==> src/rtl/mem_arbiter.sv <==
// mem_arbiter: serialises icache fetches and dcache loads/stores onto one single-port RAM, redirecting frame-buffer stores to VMEM
module mem_arbiter #(
  parameter int ADDR_W = 32,
  parameter int DATA_W = 64,
  parameter int INST_W = 32,
  parameter logic [ADDR_W-1:0] VGA_BASE = 32'h2000_0000
) (
  input  logic              clk,
  input  logic              rst,
  input  logic [ADDR_W-1:0] icache_addr_i,
  input  logic              icache_req_valid_i,
  output logic              icache_ready_o,
  output logic              icache_data_valid_o,
  output logic [INST_W-1:0] icache_data_o,
  input  logic [ADDR_W-1:0] dcache_addr_i,
  input  logic              dcache_req_valid_i,
  input  logic              dcache_wen_i,
  input  logic [DATA_W-1:0] dcache_wdata_i,
  input  logic [1:0]        dcache_wlen_i,
  output logic              dcache_ready_o,
  output logic              dcache_data_valid_o,
  output logic [DATA_W-1:0] dcache_data_o,
  output logic              misalign_o,
  output logic              ram_en_o,
  output logic              ram_we_o,
  output logic [ADDR_W-4:0] ram_addr_o,
  output logic [7:0]        ram_wmask_o,
  output logic [DATA_W-1:0] ram_wdata_o,
  input  logic [DATA_W-1:0] ram_rdata_i,
  output logic [9:0]        vga_waddr_h_o,
  output logic [8:0]        vga_waddr_v_o,
  output logic              vga_we_o,
  output logic [23:0]       vga_wdata_o
);
  typedef enum logic [1:0] {IDLE, ACCESS, RESP} state_t;
  state_t state_q, state_d;
  logic [ADDR_W-1:0] addr_q, addr_d;
  logic [DATA_W-1:0] wdata_q, wdata_d;
  logic [1:0] wlen_q, wlen_d;
  logic wen_q, wen_d, dsrc_q, dsrc_d;
  logic [2:0] low_mask, off;
  logic [5:0] sh;
  logic [7:0] size_mask;
  logic in_vga, mis, in_access, in_resp, ram_hit;
  // size decode: bits below the access size are dropped to find the lane offset
  always_comb begin
    low_mask = {&wlen_q, wlen_q[1], |wlen_q};
    off = addr_q[2:0] & ~low_mask;
    mis = |(addr_q[2:0] & low_mask);
    sh = {off, 3'b000};
    size_mask = wlen_q == 2'b00 ? 8'h01 : wlen_q == 2'b01 ? 8'h03 : wlen_q == 2'b10 ? 8'h0F : 8'hFF;
    in_vga = dsrc_q & (addr_q[ADDR_W-1:21] == VGA_BASE[ADDR_W-1:21]);
    in_access = (state_q == ACCESS) & ~rst;
    in_resp = (state_q == RESP) & ~rst;
    ram_hit = in_access & ~in_vga;
  end
  // next state and request capture; dcache has strict priority, an unserved fetch just stays pending
  always_comb begin
    state_d = state_q;
    addr_d = addr_q;
    wdata_d = wdata_q;
    wlen_d = wlen_q;
    wen_d = wen_q;
    dsrc_d = dsrc_q;
    if (state_q == IDLE && (dcache_req_valid_i || icache_req_valid_i)) begin
      state_d = ACCESS;
      dsrc_d = dcache_req_valid_i;
      addr_d = dcache_req_valid_i ? dcache_addr_i : icache_addr_i;
      wen_d = dcache_req_valid_i & dcache_wen_i;
      wdata_d = dcache_req_valid_i ? dcache_wdata_i : '0;
      wlen_d = dcache_req_valid_i ? dcache_wlen_i : 2'b10;
    end else begin
      state_d = state_q == ACCESS ? RESP : IDLE;
    end
  end
  // state and latched request; reset discards any in-flight access
  always_ff @(posedge clk) begin
    if (rst) begin
      state_q <= IDLE;
      addr_q <= '0;
      wdata_q <= '0;
      wlen_q <= '0;
      wen_q <= 1'b0;
      dsrc_q <= 1'b0;
    end else begin
      state_q <= state_d;
      addr_q <= addr_d;
      wdata_q <= wdata_d;
      wlen_q <= wlen_d;
      wen_q <= wen_d;
      dsrc_q <= dsrc_d;
    end
  end
  // handshake, RAM/VMEM strobes and response data, all gated by reset and state
  always_comb begin
    icache_ready_o = (state_q == IDLE) & ~rst;
    dcache_ready_o = (state_q == IDLE) & ~rst;
    ram_en_o = ram_hit;
    ram_we_o = ram_hit & wen_q;
    ram_addr_o = ram_hit ? addr_q[ADDR_W-1:3] : '0;
    ram_wmask_o = ram_hit & wen_q ? size_mask << off : 8'h00;
    ram_wdata_o = ram_hit & wen_q ? wdata_q << sh : '0;
    vga_we_o = in_access & in_vga & wen_q;
    vga_waddr_h_o = vga_we_o ? addr_q[11:2] : '0;
    vga_waddr_v_o = vga_we_o ? addr_q[20:12] : '0;
    vga_wdata_o = vga_we_o ? wdata_q[23:0] : '0;
    misalign_o = in_access & dsrc_q & mis;
    dcache_data_valid_o = in_resp & dsrc_q;
    dcache_data_o = dcache_data_valid_o & ~wen_q & ~in_vga ? ram_rdata_i >> sh : '0;
    icache_data_valid_o = in_resp & ~dsrc_q;
    icache_data_o = !icache_data_valid_o ? '0 : addr_q[2] ? ram_rdata_i[2*INST_W-1:INST_W] : ram_rdata_i[INST_W-1:0];
  end
endmodule

==> config.mk <==
export PLATFORM = sky130hd
export DESIGN_NAME = mem_arbiter
export DESIGN_NICKNAME = d
export VERILOG_FILES = /design/src/rtl/mem_arbiter.sv
export SDC_FILE = /design/constraint.sdc
export NUM_CORES = 1
export LEC_CHECK = 0
export ABC_AREA = 1
export BUFFER_PORTS_ARGS = -buffer_cell sky130_fd_sc_hd__buf_4
export CORE_AREA = 4 4 171 173
export DETAILED_ROUTE_END_ITERATION = 16
export DIE_AREA = 0 0 175 177
export SLEW_MARGIN = 10
export SYNTH_ARGS = -nofsm -noshare
export SYNTH_HDL_FRONTEND = slang
export SYNTH_SLANG_ARGS = --single-unit
==> constraint.sdc <==
create_clock -name clk -period 1.4 [get_ports clk]
set_input_delay 0.07 -clock clk [delete_from_list [all_inputs] [get_ports clk]]
set_output_delay 0.07 -clock clk [all_outputs]
set_load 0.01 [all_outputs]
## Yosys cells after proc, flatten, opt, wreduce, memory -nomap -nowiden

Cells that the tools add are included.
Widths: inputs -> output; s select.

- Shift-type cells: 3
- Multiplexer cells: 17
- Reductions and logical operators: 8
- Bitwise operators: 22
- Eq/ne operators: 5

Operators by type and width:

| cell | count |
|---|---|
| $mux 64 | 3 |
| $mux 32 | 3 |
| $shl 64x6->64 | 1 |
| $shr 64x6->64 | 1 |
| $mux 8 | 4 |
| $mux 29 | 1 |
| $mux 24 | 1 |
| $and 1x1->1 | 15 |
| $eq 11x9->1 const B | 1 |
| $mux 10 | 1 |
| $mux 9 | 1 |
| $shl 8x3->8 | 1 |
| $and 3x3->3 | 2 |
| $eq 2x1->1 const B | 2 |
| $eq 2x2->1 const B | 2 |
| $logic_not 2->1 | 2 |
| $mux 2 | 2 |
| $not 1->1 | 4 |
| $reduce_or 2->1 | 2 |
| $not 3->3 | 1 |
| $reduce_or 3->1 | 1 |
| $reduce_and 2->1 | 1 |
| $logic_and 1x1->1 | 1 |
| $logic_or 1x1->1 | 1 |
| $mux 1 | 1 |

- Input bits: 199
- Flip-flop bits (word level): 102

## Longest topological paths before layout

- Depth in word-level cells: 6
- Depth in mapped cells: 10
- Mapped depth without buffers: 9

## Worst setup path after synthesis

Ideal clock, no wire load.

- Path type: register -> output
- Start point: reg dsrc_q
- End point: out vga_waddr_h_o[0]
- Stages on the path, launching flop included: 10
- Required time: 1.330 ns
- Buffers on the path: 1
- Arrival: 1.436 ns
- Path slack: -0.106 ns
- Cells stage by stage: dfxtp_1 -> inv_2 -> nor2_1 -> nand3_1 -> nor2_4 -> inv_1 -> nor2_1 -> inv_2 -> buf_2 -> nor2_1

- Longest elaborated chain between the ends: 4

Ends and longest elaborated chain:

| what | RTL line | text |
|---|---|---|
| start, declared | 40 | `logic wen_q, wen_d, dsrc_q, dsrc_d;` |
| start signal, assigned | 91 | `dsrc_q <= dsrc_d;` |
| $and 1x1->1 | 52 | `in_vga = dsrc_q & (addr_q[ADDR_W-1:21] == VGA_BASE[ADDR_W-1:21]);` |
| $and 1x1->1 (2 in a row) | 103 | `vga_we_o = in_access & in_vga & wen_q;` |
| net vga_we_o | 32 | `output logic vga_we_o,` |
| $mux 10 | 104 | `vga_waddr_h_o = vga_we_o ? addr_q[11:2] : '0;` |
| end, declared | 30 | `output logic [9:0] vga_waddr_h_o,` |

The timed path passes the listed nets, and every way through them passes these cells.

## Final worst setup path

- Start point: reg addr_q[25]
- End point: out vga_waddr_h_o[9]

- Longest elaborated chain between the ends: 5

Ends and longest elaborated chain:

| what | RTL line | text |
|---|---|---|
| start, declared | 37 | `logic [ADDR_W-1:0] addr_q, addr_d;` |
| start signal, assigned | 87 | `addr_q <= addr_d;` |
| $eq 11x9->1 | 52 |  |
| $and 1x1->1 | 52 |  |
| $and 1x1->1 (2 in a row) | 103 |  |
| $mux 10 | 104 |  |

No other way between the ends.

==> impl_metrics.sql <==
INSERT INTO impl_metrics (metric_group, metric, value, unit) VALUES
('pwr', 'power.leakage', '9.27', 'nW'),
('clock_tree', 'cts.clk_slew.worst_paths', '0.08', 'ns'),
('critical_path', 'setup.reg_to_reg.worst_slack', '-0.15', 'ns'),
('place', 'placedCellCount', '2546', ''),
('place', 'routability_congestion_estimate_from_global_placement', '0.988', ''),
('clock_tree', 'cts-buffers-inserted', '9', ''),
('layout', 'inserted_diodes', '0', ''),
('synthesis', 'post_synth_num_cell_types', '24', ''),
('synthesis', 'post_synth_instance_area', '0.00913', 'mm²'),
('synthesis', 'yosys-top-cells-area', 'sky130_fd_sc_hd__dfxtp_1 22%, sky130_fd_sc_hd__nand3_1 16%, sky130_fd_sc_hd__nor2_1 15%, sky130_fd_sc_hd__nand2_1 13%, sky130_fd_sc_hd__inv_1 9.1%', ''),
('pwr', 'switching_fraction', '42.1', '%'),
('clock_tree', 'cts.path.max_buffers', '2', ''),
('synthesis', 'synth_top_cell_area_share', '22.4', '%'),
('run_status', 'outcome', 'finished with violations', ''),
('critical_path', 'worst-path-max-fanout', '7', ''),
('timing', 'hold_viol_final', '2', ''),
('route', 'via_per_inst', '5.48', ''),
('clock_tree', 'h_tree_depth_reported_by_cts', '3', ''),
('pwr', 'power_report.internal_total', '7.24', 'mW'),
('timing', 'maxSlewHeadroom', '74.2', '%'),
('route', 'drc_markers', '0', ''),
('critical_path', 'reg2reg_from', 'state_q[1]$_SDFF_PP0_', ''),
('route', 'detail_route.wl_per_cell', '23.0', 'µm'),
('floorplanning', 'boundaryPins', '447', ''),
('floorplanning', 'core', '0.0276', 'mm²'),
('timing', 'whs', '-0.0183', 'ns'),
('timing', 'max_freq', '452', 'MHz'),
('critical_path', 'worstSetupStartpoint', 'addr_q[25]$_SDFFE_PP0P_', ''),
('synthesis', 'synth_warnings', '0', ''),
('synthesis', 'synth-seq-area-share', '22.4', '%'),
('timing', 'setup_violations', '283', ''),
('clock_tree', 'tritoncts', 'yes', ''),
('route', 'num_vias', '15100', ''),
('timing', 'worst_slew_pin_slew', '0.385', 'ns'),
('pwr', 'ir_worst_vdd', '0.759', 'mV'),
('route', 'drt-initial-drc-count', '1217', ''),
('critical_path', 'worst-setup-path-type', 'reg -> out', ''),
('layout', 'design.final.nets', '2570', ''),
('timing', 'fin_crit_sh', '158', '%'),
('critical_path', 'critical_path.endpoint_type', 'output pin', ''),
('pwr', 'combinationalPowerShare', '53.4', '%'),
('floorplanning', 'row_count', '61', ''),
('clock_tree', 'cts.sinks', '102', ''),
('critical_path', 'crit_required', '1.33', 'ns'),
('flow_run', 'drv.max_cap_violation_count', '0', ''),
('global_routing', 'grt_first_pass_wirelength', '84600', 'µm'),
('critical_path', 'ff2ff_path_depth', '5', ''),
('route', 'routed_wirelength', '63300', 'µm'),
('run_status', 'failed_checks', 'hold timing, setup timing', ''),
('global_routing', 'globalRouteOverflowTotal', '0', ''),
('timing', 'finalCriticalPeriod', '2.21', 'ns'),
('route', 'drtAntennaViolNets', '0', ''),
('pwr', 'netSwitchingPower', '5.26', 'mW'),
('hold_path', 'worst_hold_path_type', 'in -> reg', ''),
('critical_path', 'critical_path_arrival', '2.14', 'ns'),
('timing', 'postLayoutSetupSlackWorst', '-0.813', 'ns'),
('timing', 'unrepaired_setup_endpoints_after_global_routing', 'true', ''),
('timing', 'finalClockSkew', '0.0107', 'ns'),
('floorplanning', 'die_h', '177', 'µm'),
('synthesis', 'synth_seq_cells', '102', ''),
('route', 'detailedRoute.firstPassIterationCount', '6', ''),
('clock_tree', 'clockRootBuffer', 'sky130_fd_sc_hd__clkbuf_16', ''),
('synthesis', 'synth.net_count', '1873', ''),
('place', 'placement.io_buffers', '446', ''),
('global_routing', 'pin_count_of_the_biggest_net_entering_global_routing', '68', ''),
('synthesis', 'synthCells', '1674', ''),
('pwr', 'pd_cells', '632', 'mW/mm²'),
('timing', 'finalMaxSlewViolations', '0', ''),
('global_routing', 'grt_antenna_before_repair', '0', ''),
('synthesis', 'synth_area_leader_cell', 'sky130_fd_sc_hd__dfxtp_1', ''),
('layout', 'post_layout_cell_count', '2753', '');
## critical path, stage by stage (launching register included)
cell and delay [ns]:
sky130_fd_sc_hd__dfxtp_1 0.34, sky130_fd_sc_hd__nor2_1 0.20, sky130_fd_sc_hd__nand3_2 0.12, sky130_fd_sc_hd__nor2_4 0.21, sky130_fd_sc_hd__inv_2 0.08, sky130_fd_sc_hd__nor2_4 0.16
sky130_fd_sc_hd__inv_6 0.10, sky130_fd_sc_hd__buf_12 0.14, sky130_fd_sc_hd__buf_12 0.14, sky130_fd_sc_hd__nor2_2 0.12, sky130_fd_sc_hd__buf_4 0.16
## power by group through the flow
stage	sequential, mW	clock, mW	combinational, mW
after floorplan	3.26	0	2.43
after global placement	3.27	0	4.59
after detailed placement	3.28	0	4.57
after CTS	3.22	2.55	5.58
after global routing	3.26	2.68	7.02
final	3.25	2.58	6.69
## Yosys cell counts
cell / number
sky130_fd_sc_hd__buf_2: 66
sky130_fd_sc_hd__o21ai_1: 4
sky130_fd_sc_hd__nand3_1: 283
sky130_fd_sc_hd__buf_4: 1
sky130_fd_sc_hd__dfxtp_1: 102
sky130_fd_sc_hd__and2_1: 32
sky130_fd_sc_hd__nor2_2: 2
sky130_fd_sc_hd__nor3_1: 1
sky130_fd_sc_hd__clkbuf_2: 1
sky130_fd_sc_hd__nand2_2: 2
sky130_fd_sc_hd__a211oi_1: 32
sky130_fd_sc_hd__inv_1: 221
sky130_fd_sc_hd__inv_2: 6
sky130_fd_sc_hd__nor3_2: 1
sky130_fd_sc_hd__nor2_4: 3
sky130_fd_sc_hd__buf_1: 14
sky130_fd_sc_hd__o22ai_1: 97
sky130_fd_sc_hd__a21oi_1: 16
sky130_fd_sc_hd__nor2_1: 365
sky130_fd_sc_hd__clkbuf_1: 46
sky130_fd_sc_hd__nor4_1: 1
sky130_fd_sc_hd__nand2_1: 319
sky130_fd_sc_hd__mux2i_1: 32
sky130_fd_sc_hd__o21ai_0: 27
## what timing repair did
item                                    4_1_cts  5_1_grt
hold buffers                                 96        0
endpoints found under the hold margin        79        0
endpoints found under the setup margin      247      283
gates resized for setup                     411      371
pin swaps                                    29       89
gates cloned                                 18       15
setup buffers                                44       33
## metrics by stage
stage	utilization, %	hold slack [ns]	instance area [µm²]	TNS [ns]	worst slack, ns
2_1_floorplan	-	0.153	9270	-1.53	-0.0254
3_3_place_gp	51.5	0.330	14200	-54.69	-0.524
3_5_place_dp	51.5	0.340	14200	-58.60	-0.519
4_1_cts	64.8	0.000402	17900	-142.76	-0.719
5_1_grt	71.7	0.0169	19800	-180.96	-0.885
6_report	71.7	-0.0183	19800	-164.52	-0.813
## per-layer routing
layer,up-vias,track usage (%),wire [µm]
met2,954,66.0,31500
met5,-,0,0
met3,270,5.26,4810
met1,7131,37.4,21700
met4,0,21.4,5300
li1,6745,-,-
## cell families after synthesis
kind of cell / synth area share (%)
AOI/OAI and AO/OA: 11.9
buffers and inverters: 15.6
DFF: 22.4
muxes: 3.51
and+or+nand+nor: 46.7
## registers in the layout (all words and copies together), names as in the netlist
signal and flops:
dsrc_q 1, addr_q 32, wdata_q 64, wlen_q 2, wen_q 1, state_q 2
## layout by cell type, fill, tap and decap left out, types with 4 or more instances in the layout
| cell type | n |
|---|---|
| sky130_fd_sc_hd__a21oi_1 | 10 |
| sky130_fd_sc_hd__nand2_8 | 5 |
| sky130_fd_sc_hd__nand3_2 | 83 |
| sky130_fd_sc_hd__and2_1 | 9 |
| sky130_fd_sc_hd__o22ai_1 | 97 |
| sky130_fd_sc_hd__clkbuf_16 | 22 |
| sky130_fd_sc_hd__inv_4 | 6 |
| sky130_fd_sc_hd__dlygate4sd3_1 | 96 |
| sky130_fd_sc_hd__a211oi_4 | 9 |
| sky130_fd_sc_hd__mux2i_1 | 32 |
| sky130_fd_sc_hd__o21ai_2 | 4 |
| sky130_fd_sc_hd__nand3_4 | 6 |
| sky130_fd_sc_hd__nand2_2 | 42 |
| sky130_fd_sc_hd__and2_4 | 23 |
| sky130_fd_sc_hd__nor2_2 | 101 |
| sky130_fd_sc_hd__buf_12 | 49 |
| sky130_fd_sc_hd__nor2_4 | 127 |
| sky130_fd_sc_hd__inv_1 | 215 |
| sky130_fd_sc_hd__buf_8 | 7 |
| sky130_fd_sc_hd__a211oi_2 | 23 |
| sky130_fd_sc_hd__buf_4 | 499 |
| sky130_fd_sc_hd__clkinv_4 | 5 |
| sky130_fd_sc_hd__a21oi_2 | 6 |
| sky130_fd_sc_hd__nand2_4 | 19 |
| sky130_fd_sc_hd__nor2_1 | 142 |
| sky130_fd_sc_hd__buf_16 | 15 |
| sky130_fd_sc_hd__nand3_1 | 194 |
| sky130_fd_sc_hd__dfxtp_1 | 93 |
| sky130_fd_sc_hd__o21ai_1 | 6 |
| sky130_fd_sc_hd__dfxtp_2 | 6 |
| sky130_fd_sc_hd__buf_6 | 130 |
| sky130_fd_sc_hd__o21ai_0 | 21 |
| sky130_fd_sc_hd__nand2_1 | 256 |
## area by class of cell
class	instances	area, µm²	share of cell area [%]
Sequential cell	102	2060	10.4
Clock inverter	6	56.3	0.284
Clock buffer	9	225	1.14
Timing Repair inverter	1	6.26	0.0316
Multi-Input combinational cell	1218	7990	40.4
Inverter	227	891	4.50
Timing Repair Buffer	812	8090	40.9
Tap cell	378	473	2.39
## how the worst min path moves through the flow
stage / from / end / cells after the start / slack, ns
final: dcache_addr_i[31] / addr_q[31]$_SDFFE_PP0P_ / 3 / -0.02
after global routing: icache_addr_i[21] / addr_q[21]$_SDFFE_PP0P_ / 3 / 0.02
after CTS: icache_addr_i[16] / addr_q[16]$_SDFFE_PP0P_ / 3 / 0.0004
after detailed placement: icache_addr_i[8] / addr_q[8]$_SDFFE_PP0P_ / 3 / 0.34
after global placement: icache_addr_i[26] / addr_q[26]$_SDFFE_PP0P_ / 3 / 0.33
after floorplan: rst / state_q[1]$_SDFF_PP0_ / 1 / 0.15
Note: power is estimated with default switching activity, not from simulation.
